File: src/rtl/mem_access_ctrl_if.sv
// Request/response and data-memory bus for mem_access_ctrl.
// slave = controller side, master = requester side.
interface mem_access_ctrl_if #(
  parameter int DATA_WIDTH = 32,
  parameter int ADDR_WIDTH = 32
);
  logic                  req_valid;
  logic                  req_ready;
  logic                  req_we;
  logic [1:0]            req_size;
  logic                  req_unsigned;
  logic [ADDR_WIDTH-1:0] req_addr;
  logic [DATA_WIDTH-1:0] req_wdata;
  logic                  resp_valid;
  logic                  resp_ready;
  logic [DATA_WIDTH-1:0] resp_rdata;
  logic                  resp_err;
  logic [ADDR_WIDTH-1:0] mem_address;
  logic [DATA_WIDTH-1:0] mem_wd;
  logic                  mem_we;
  logic                  mem_re;
  logic [DATA_WIDTH-1:0] mem_rd;

  modport slave (
    input  req_valid, req_we, req_size,
    input  req_unsigned, req_addr, req_wdata,
    input  resp_ready, mem_rd,
    output req_ready, resp_valid,
    output resp_rdata, resp_err,
    output mem_address, mem_wd,
    output mem_we, mem_re
  );

  modport master (
    output req_valid, req_we, req_size,
    output req_unsigned, req_addr, req_wdata,
    output resp_ready, mem_rd,
    input  req_ready, resp_valid,
    input  resp_rdata, resp_err,
    input  mem_address, mem_wd,
    input  mem_we, mem_re
  );
endinterface

File: src/rtl/mem_access_ctrl.sv
// Load/store initiator: byte-addressed requests to a word memory.
// Optional `MISALIGN_CHECK_EN reports misaligned accesses as errors.
module mem_access_ctrl #(
  parameter int DATA_WIDTH = 32,
  parameter int ADDR_WIDTH = 32
) (
  input logic clk,
  input logic rst_n,
  mem_access_ctrl_if.slave bus
);

  typedef enum logic [1:0] {
    IDLE, READ, WRITE, RESP
  } state_t;

  localparam int DW = DATA_WIDTH;
  localparam int AW = ADDR_WIDTH;

  state_t          state_q;
  logic [1:0]      off_q;
  logic [1:0]      size_q;
  logic            we_q;
  logic            uns_q;
  logic [DW-1:0]   wdata_q;

  logic            req_ready_q;
  logic            resp_valid_q;
  logic            resp_err_q;
  logic [DW-1:0]   resp_rdata_q;
  logic [AW-1:0]   mem_address_q;
  logic [DW-1:0]   mem_wd_q;
  logic            mem_we_q;
  logic            mem_re_q;

  logic            mis_d;
  logic [1:0]      off_d;
  logic [AW-1:0]   widx_d;
  logic [DW-1:0]   sh_d;
  logic [DW-1:0]   load_d;
  logic [DW-1:0]   wmask_d;
  logic [DW-1:0]   merge_d;

  assign widx_d = {2'b00, bus.req_addr[AW-1:2]};

  // Misalignment detection and lane offset of the incoming request.
  always_comb begin
    mis_d = 1'b0;
    off_d = bus.req_addr[1:0];
`ifdef MISALIGN_CHECK_EN
    mis_d = (bus.req_size == 2'b01 && bus.req_addr[0])
         || (bus.req_size[1] && bus.req_addr[1:0] != 2'b00);
`else
    unique case (bus.req_size)
      2'b00:   off_d = bus.req_addr[1:0];
      2'b01:   off_d = {bus.req_addr[1], 1'b0};
      default: off_d = 2'b00;
    endcase
`endif
  end

  // Load extension and store merge on the word read from memory.
  always_comb begin
    sh_d = bus.mem_rd >> {off_q, 3'b000};
    unique case (size_q)
      2'b00: begin
        load_d  = uns_q
          ? {{(DW-8){1'b0}}, sh_d[7:0]}
          : {{(DW-8){sh_d[7]}}, sh_d[7:0]};
        wmask_d = {{(DW-8){1'b0}}, 8'hFF}
                  << {off_q, 3'b000};
      end
      2'b01: begin
        load_d  = uns_q
          ? {{(DW-16){1'b0}}, sh_d[15:0]}
          : {{(DW-16){sh_d[15]}}, sh_d[15:0]};
        wmask_d = {{(DW-16){1'b0}}, 16'hFFFF}
                  << {off_q, 3'b000};
      end
      default: begin
        load_d  = bus.mem_rd;
        wmask_d = '1;
      end
    endcase
    merge_d = (bus.mem_rd & ~wmask_d)
            | ((wdata_q << {off_q, 3'b000}) & wmask_d);
  end

  // Access FSM with registered bus and response outputs.
  always_ff @(posedge clk) begin
    if (!rst_n) begin
      state_q       <= IDLE;
      off_q         <= '0;
      size_q        <= '0;
      we_q          <= 1'b0;
      uns_q         <= 1'b0;
      wdata_q       <= '0;
      req_ready_q   <= 1'b1;
      resp_valid_q  <= 1'b0;
      resp_err_q    <= 1'b0;
      resp_rdata_q  <= '0;
      mem_address_q <= '0;
      mem_wd_q      <= '0;
      mem_we_q      <= 1'b0;
      mem_re_q      <= 1'b0;
    end else begin
      unique case (state_q)
        IDLE: begin
          if (bus.req_valid) begin
            off_q       <= off_d;
            size_q      <= bus.req_size;
            we_q        <= bus.req_we;
            uns_q       <= bus.req_unsigned;
            wdata_q     <= bus.req_wdata;
            req_ready_q <= 1'b0;
            if (mis_d) begin
              state_q      <= RESP;
              resp_valid_q <= 1'b1;
              resp_err_q   <= 1'b1;
              resp_rdata_q <= '0;
            end else if (!bus.req_we
                         || !bus.req_size[1]) begin
              state_q       <= READ;
              mem_re_q      <= 1'b1;
              mem_address_q <= widx_d;
            end else begin
              state_q       <= WRITE;
              mem_we_q      <= 1'b1;
              mem_wd_q      <= bus.req_wdata;
              mem_address_q <= widx_d;
            end
          end
        end
        READ: begin
          mem_re_q <= 1'b0;
          if (we_q) begin
            state_q  <= WRITE;
            mem_we_q <= 1'b1;
            mem_wd_q <= merge_d;
          end else begin
            state_q       <= RESP;
            mem_address_q <= '0;
            resp_valid_q  <= 1'b1;
            resp_rdata_q  <= load_d;
          end
        end
        WRITE: begin
          state_q       <= RESP;
          mem_we_q      <= 1'b0;
          mem_wd_q      <= '0;
          mem_address_q <= '0;
          resp_valid_q  <= 1'b1;
          resp_rdata_q  <= '0;
        end
        RESP: begin
          if (bus.resp_ready) begin
            state_q      <= IDLE;
            resp_valid_q <= 1'b0;
            resp_err_q   <= 1'b0;
            resp_rdata_q <= '0;
            req_ready_q  <= 1'b1;
          end
        end
      endcase
    end
  end

  assign bus.req_ready   = req_ready_q;
  assign bus.resp_valid  = resp_valid_q;
  assign bus.resp_err    = resp_err_q;
  assign bus.resp_rdata  = resp_rdata_q;
  assign bus.mem_address = mem_address_q;
  assign bus.mem_wd      = mem_wd_q;
  assign bus.mem_we      = mem_we_q & rst_n;
  assign bus.mem_re      = mem_re_q;

endmodule

File: src/flat_wrapper.sv
// flat-port wrapper written by rule: the top's interface ports become plain ports
module mem_access_ctrl_flat 
#(
  parameter int DATA_WIDTH = 32,
  parameter int ADDR_WIDTH = 32
)
  (clk, rst_n, bus_req_valid, bus_req_we, bus_req_size, bus_req_unsigned, bus_req_addr, bus_req_wdata, bus_resp_ready, bus_mem_rd, bus_req_ready, bus_resp_valid, bus_resp_rdata, bus_resp_err, bus_mem_address, bus_mem_wd, bus_mem_we, bus_mem_re);
  mem_access_ctrl_if #(.DATA_WIDTH(DATA_WIDTH), .ADDR_WIDTH(ADDR_WIDTH)) bus_i ();
  input logic clk;
  input logic rst_n;
  input wire logic [$bits(bus_i.req_valid)-1:0] bus_req_valid;
  input wire logic [$bits(bus_i.req_we)-1:0] bus_req_we;
  input wire logic [$bits(bus_i.req_size)-1:0] bus_req_size;
  input wire logic [$bits(bus_i.req_unsigned)-1:0] bus_req_unsigned;
  input wire logic [$bits(bus_i.req_addr)-1:0] bus_req_addr;
  input wire logic [$bits(bus_i.req_wdata)-1:0] bus_req_wdata;
  input wire logic [$bits(bus_i.resp_ready)-1:0] bus_resp_ready;
  input wire logic [$bits(bus_i.mem_rd)-1:0] bus_mem_rd;
  output wire logic [$bits(bus_i.req_ready)-1:0] bus_req_ready;
  output wire logic [$bits(bus_i.resp_valid)-1:0] bus_resp_valid;
  output wire logic [$bits(bus_i.resp_rdata)-1:0] bus_resp_rdata;
  output wire logic [$bits(bus_i.resp_err)-1:0] bus_resp_err;
  output wire logic [$bits(bus_i.mem_address)-1:0] bus_mem_address;
  output wire logic [$bits(bus_i.mem_wd)-1:0] bus_mem_wd;
  output wire logic [$bits(bus_i.mem_we)-1:0] bus_mem_we;
  output wire logic [$bits(bus_i.mem_re)-1:0] bus_mem_re;
  assign bus_i.req_valid = bus_req_valid;
  assign bus_i.req_we = bus_req_we;
  assign bus_i.req_size = bus_req_size;
  assign bus_i.req_unsigned = bus_req_unsigned;
  assign bus_i.req_addr = bus_req_addr;
  assign bus_i.req_wdata = bus_req_wdata;
  assign bus_i.resp_ready = bus_resp_ready;
  assign bus_i.mem_rd = bus_mem_rd;
  assign bus_req_ready = bus_i.req_ready;
  assign bus_resp_valid = bus_i.resp_valid;
  assign bus_resp_rdata = bus_i.resp_rdata;
  assign bus_resp_err = bus_i.resp_err;
  assign bus_mem_address = bus_i.mem_address;
  assign bus_mem_wd = bus_i.mem_wd;
  assign bus_mem_we = bus_i.mem_we;
  assign bus_mem_re = bus_i.mem_re;
  mem_access_ctrl #(.DATA_WIDTH(DATA_WIDTH), .ADDR_WIDTH(ADDR_WIDTH)) u_core (.clk(clk), .rst_n(rst_n), .bus(bus_i));
endmodule
File: config.mk
export PLATFORM = sky130hd
export DESIGN_NAME = mem_access_ctrl_flat
export DESIGN_NICKNAME = d
export VERILOG_FILES = /design/src/rtl/mem_access_ctrl_if.sv /design/src/rtl/mem_access_ctrl.sv /design/src/flat_wrapper.sv
export SDC_FILE = /design/constraint.sdc
export NUM_CORES = 1
export LEC_CHECK = 0
export CAP_MARGIN = 5
export CORE_MARGIN = 2
export CORE_UTILIZATION = 53
export CTS_BUF_LIST = sky130_fd_sc_hd__clkbuf_4 sky130_fd_sc_hd__clkbuf_8
export CTS_CLUSTER_SIZE = 28
export DETAILED_ROUTE_END_ITERATION = 10
export GPL_ROUTABILITY_DRIVEN = 0
export PLACE_DENSITY = 0.89
export SYNTH_ARGS = -nofsm -noshare
export SYNTH_HDL_FRONTEND = slang
export SYNTH_SLANG_ARGS = --single-unit
File: constraint.sdc
create_clock -name clk -period 5.2 [get_ports clk]
set_clock_uncertainty 0.15 [all_clocks]
set_input_delay 0.52 -clock clk [delete_from_list [all_inputs] [get_ports clk]]
set_output_delay 0.52 -clock clk [all_outputs]
set_load 0.005 [all_outputs]
Word level (Yosys, flattened, before mapping) --
Cells that the tools add are included.
Word-level totals: register bits 140, output and inout bits 101, logic and storage cells 83, input port bits 104
Operators by class: equality and inequality tests 11, reduce and logical (&&, ||, !) cells 16, shift-type cells 4, bitwise operators 6, multiplexer cells 33
Operators with widths (count):
- $mux 32 | 9
- $pmux 32 s3 | 3
- $pmux 32 s2 | 2
- $and 32x32->32 | 2
- $not 32->32 | 1
- $or 32x32->32 | 1
- $shl 16x5->32 const A | 1
- $shl 32x5->32 | 1
- $shl 8x5->32 const A | 1
- $shr 32x5->16 | 1
- $reduce_and 3->1 | 4
- $mux 1 | 10
- $ne 2x2->1 const B | 4
- $pmux 2 s4 | 1
- $eq 2x1->1 const B | 3
- $logic_not 2->1 | 3
- $mux 2 | 3
- $pmux 1 s3 | 2
- $eq 2x2->1 const B | 2
- $ne 2x1->1 const B | 2
- $pmux 1 s2 | 2
- $pmux 2 s2 | 1
- $reduce_and 2->1 | 2
- $reduce_and 4->1 | 1
- other kinds (6) | 8

Logic depth before layout (Yosys ltp) --
depth after elaboration 7, depth in mapped cells 9, gate-level depth less buffers 6

Worst setup path before layout --
Ideal clock, no wire load.
kind register to register, from reg u_core.state_q[0], to reg u_core.mem_wd_q[24], in the netlist u_core.bus.mem_wd[24], path slack 3147 ps, period minus slack after synthesis 2053 ps, cell stages (with the launch flop) 8, library setup time 74 ps, buffers on the path 1, arrival 1829 ps, data required time 4976 ps, path through dfxtp_1 -> inv_1 -> ha_1 -> buf_2 -> nand2_1 -> nor3_1 -> a21oi_1 -> a31oi_1
On the way: word-level cells in the longest chain between the ends 3, elaborated cells between the ends (all ways) 9, classes of those cells eq/ne (5); mux (1); reduce/logical (3)
Ends and longest elaborated chain:
- start, declared | RTL line mem_access_ctrl.sv:19 | state_t state_q;
- start signal, assigned | RTL line mem_access_ctrl.sv:91 | state_q <= IDLE;
- start signal, assigned | RTL line mem_access_ctrl.sv:116 | state_q <= RESP;
- start signal, assigned | RTL line mem_access_ctrl.sv:122 | state_q <= READ;
- $eq 2x1->1, or another cell as far along | RTL line mem_access_ctrl.sv:106 | unique case (state_q)
- $ne 2x1->1 (no line), or another cell as far along
- $reduce_and 4->1 (no line)
- end signal, assigned | RTL line mem_access_ctrl.sv:128 | mem_wd_q <= bus.req_wdata;
- end signal, assigned | RTL line mem_access_ctrl.sv:138 | mem_wd_q <= merge_d;
- end, declared | RTL line mem_access_ctrl.sv:31 | logic [DW-1:0] mem_wd_q;
Several ways; a longest one is shown, not always the timed one. A chain may end at the register's enable or synchronous reset.

Worst setup path in the final report --
from reg u_core.state_q[0], to reg u_core.mem_wd_q[29], in the netlist u_core.bus.mem_wd[29]
The elaborated chain is that of the path after synthesis.

==> results.yml <==
pwr:
  p_total_w: 0.00496
  cellPowerDensity_nw_per_um2: 522
  ir_worst_vdd_mv: 0.327
  p_leak_nw: 3.40
job:
  drv_cap: 0
cts:
  cts_sinks: 138
  ctsHtreeMaxLevel: 4
  cts_buffer_depth: 2
  cts_buffers: 17
  post_cts_buffers: 0
  cts_hold_buf: 0
  clockRootBuffer: "clkbuf_8"
  cts.repair.resized: 0
  clkSlewWorstSetupHoldPaths_ns: 0.08
  cts_tree: "yes"
  clock_latency_ns: 0.45
placed_design:
  dp_hpwl_um: 15500
  pre_cts_slack_ns: 2.05
  port_buffers: 201
setup_path:
  crit_required_ns: 5.42
  cp-start-kind: "flop"
  worstSetupPathType: "flop to flop"
  critPathLaunch: "u_core.state_q[0]$_SDFFE_PN0P_"
  slowest_stage: "nor3_1"
  path_cells: "inv_1, ha_1, nand2_1, nor3_1, a21oi_1, a31oi_1"
  critPathMaxFanout: 29
  r2r-start: "u_core.state_q[0]$_SDFFE_PN0P_"
  cp-end-kind: "flop"
  max_stage_delay_ns: 0.93
  worstPathArrival_ns: 3.60
floorplan:
  design.core.area_um2: 13200
  die_x_um: 120
  start_util_pct: 54.1
  die-area_um2: 14500
  die_y_um: 120
  num_io_pins: 205
  row_count: 42
final_layout:
  regArea_um2: 2770
  layout-drive-gt1-share_pct: 6.81
  syn_to_final_growth_pct: 32.7
  n_antenna_cell: 0
  nets: 1094
  multiInputGateArea_um2: 3990
  fill_cells: 1003
detailed_routing:
  drt_first_pass_iters: 5
  wl_um: 22400
  antenna_left: 0
  vias: 7061
  wl_per_cell_um: 19.0
  viasPerCell: 6.01
  drt_iter0_markers: 785
  drc_errors: 0
synth:
  synth_edf_count: 0
  synth_ff_type: "dfxtp_1"
  synth_seq_cells: 138
  synth_cell_types: 47
  syn_area_um2: 7160
  seq_area_frac_synth_pct: 38.6
  synthCells: 838
  async_flop_share_pct: 0
  ys_warn_count: 0
  syn_area_per_cell_um2: 8.55
timing:
  finalMaxSlewViolations: 0
  relSlewSlack_pct: 17.6
  tns_ns: 0
  fmax_ghz: 0.297
  finalCriticalPeriod_ns: 3.37
  period_share_pct: 64.8
  hold_violations: 0
  tightest_slew_ns: 1.21
  rsz0062_at_grt: "false"
  setup_ws_ns: 1.83
  setup_violations: 0
grt:
  overflow: 0
  grt_max_degree: 80
  antenna_found_initial: 1
  grt_pass1_wl_um: 34400
  grtUsageTotal_pct: 30.2
  grt_pass1_vias: 6558
min_path:
  hp-start: "u_core.wdata_q[24]$_SDFFE_PN0P_"
  hold_path_class: "flop to flop"
outcome:
  status: "finished, final reports clean"
[through the flow]
step,hold slack (ns),cells,instance area (um^2),utilization [%]
after global routing,0.324,1175,9510,71.8
final,0.313,1175,9510,71.8
after detailed placement,0.305,1143,9110,68.8
after CTS,0.315,1175,9510,71.8
after global placement,0.297,1143,9110,68.8
after floorplan,0.289,840,7170,-
[cells by family (layout without fill, tap and decap cells)]
group	after synthesis	after routing	synth area share, %
compound gates	301	301	30.5
simple gates	254	254	18.2
flops	138	138	38.6
buf+inv	98	257	5.92
mux	42	42	5.99
fa+ha+maj	4	4	0.699
other cells	1	3	0.0524
[flip-flops by register name (all words and copies together), names as in the netlist]
signal                  cells
u_core.off_q                2
u_core.state_q              2
u_core.we_q                 1
u_core.bus.mem_wd          32
u_core.mem_we_q             1
u_core.bus.resp_valid       1
u_core.bus.mem_address     30
u_core.bus.mem_re           1
u_core.wdata_q             32
u_core.bus.req_ready        1
u_core.uns_q                1
u_core.bus.resp_rdata      32
u_core.size_q               2
[final cells by class]
| type | count | area share (%) |
|---|---|---|
| multi-input cells | 604 | 41.9 |
| flip-flops and latches | 138 | 29.1 |
| repair buffers | 211 | 21.9 |
| clock buffers | 24 | 3.21 |
| well taps | 176 | 2.32 |
| clock inverters | 8 | 0.974 |
| inverters | 14 | 0.553 |
[path summary, 6_finish.rpt]
kind	endpoint	slack (ns)	cells after the start
worst max-delay path	u_core.bus.mem_wd[29]$_SDFFE_PN0P_	1.83	6
worst min-delay path	u_core.wdata_q[24]$_SDFFE_PN0P_	0.31	2
worst max register to register	u_core.bus.mem_wd[29]$_SDFFE_PN0P_	1.83	6
worst min register to register	u_core.wdata_q[24]$_SDFFE_PN0P_	0.31	2
[worst max-delay path: cells and delay by family (launching register included)]
kind                       cells  cell delay [ns]
adders and majority gates      1             0.86
AOI/OAI and AO/OA              2             0.44
and+or+nand+nor                2             1.35
buffers and inverters          1             0.09
DFF                            1             0.39
[cell usage in the layout, fill, tap and decap left out, types with 10 or more instances in the layout]
cell,instances
o31ai_2,10
nor2b_1,32
inv_1,14
a31oi_1,24
a21oi_1,24
nand3b_1,32
clkdlybuf4s50_1,200
clkbuf_8,20
a21boi_0,68
mux2i_1,35
nor2_1,11
nand2_1,110
nand3_1,24
o2bb2ai_1,15
dfxtp_1,136
o31ai_1,14
buf_4,11
o211a_1,10
nand2b_1,18
o21ai_0,52
a211oi_1,17
o21a_1,10
[metal layers]
layer	vias up	global-route usage, %	share of wire [%]
met2	368	47.0	45
met4	0	12.6	3.4
met5	-	0	0
met3	57	9.29	10
li1	3317	-	-
met1	3319	39.0	41
[synthesized netlist by cell type, types with 15 or more instances]
cell type	number	share of area [%]
clkbuf_1	53	2.8
a21oi_1	24	1.7
nand3_1	24	1.7
nand2b_1	18	1.6
o2bb2ai_1	15	1.8
mux2i_1	35	4.9
a21boi_0	68	7.1
nand2_1	110	5.8
dfxtp_1	138	39
a31oi_1	24	2.1
nand3b_1	32	3.4
o21ai_0	53	3.7
nor2b_1	32	2.8
a211oi_1	17	1.8
[power by group]
part / internal [W] / switching (W) / total [W]
sequential: 0.00143 / 0.000249 / 0.00168
clock: 0.000481 / 0.000408 / 0.000890
combinational: 0.00116 / 0.00123 / 0.00239
total: 0.00308 / 0.00189 / 0.00496
No activity file was read; power rests on OpenSTA's default activity.
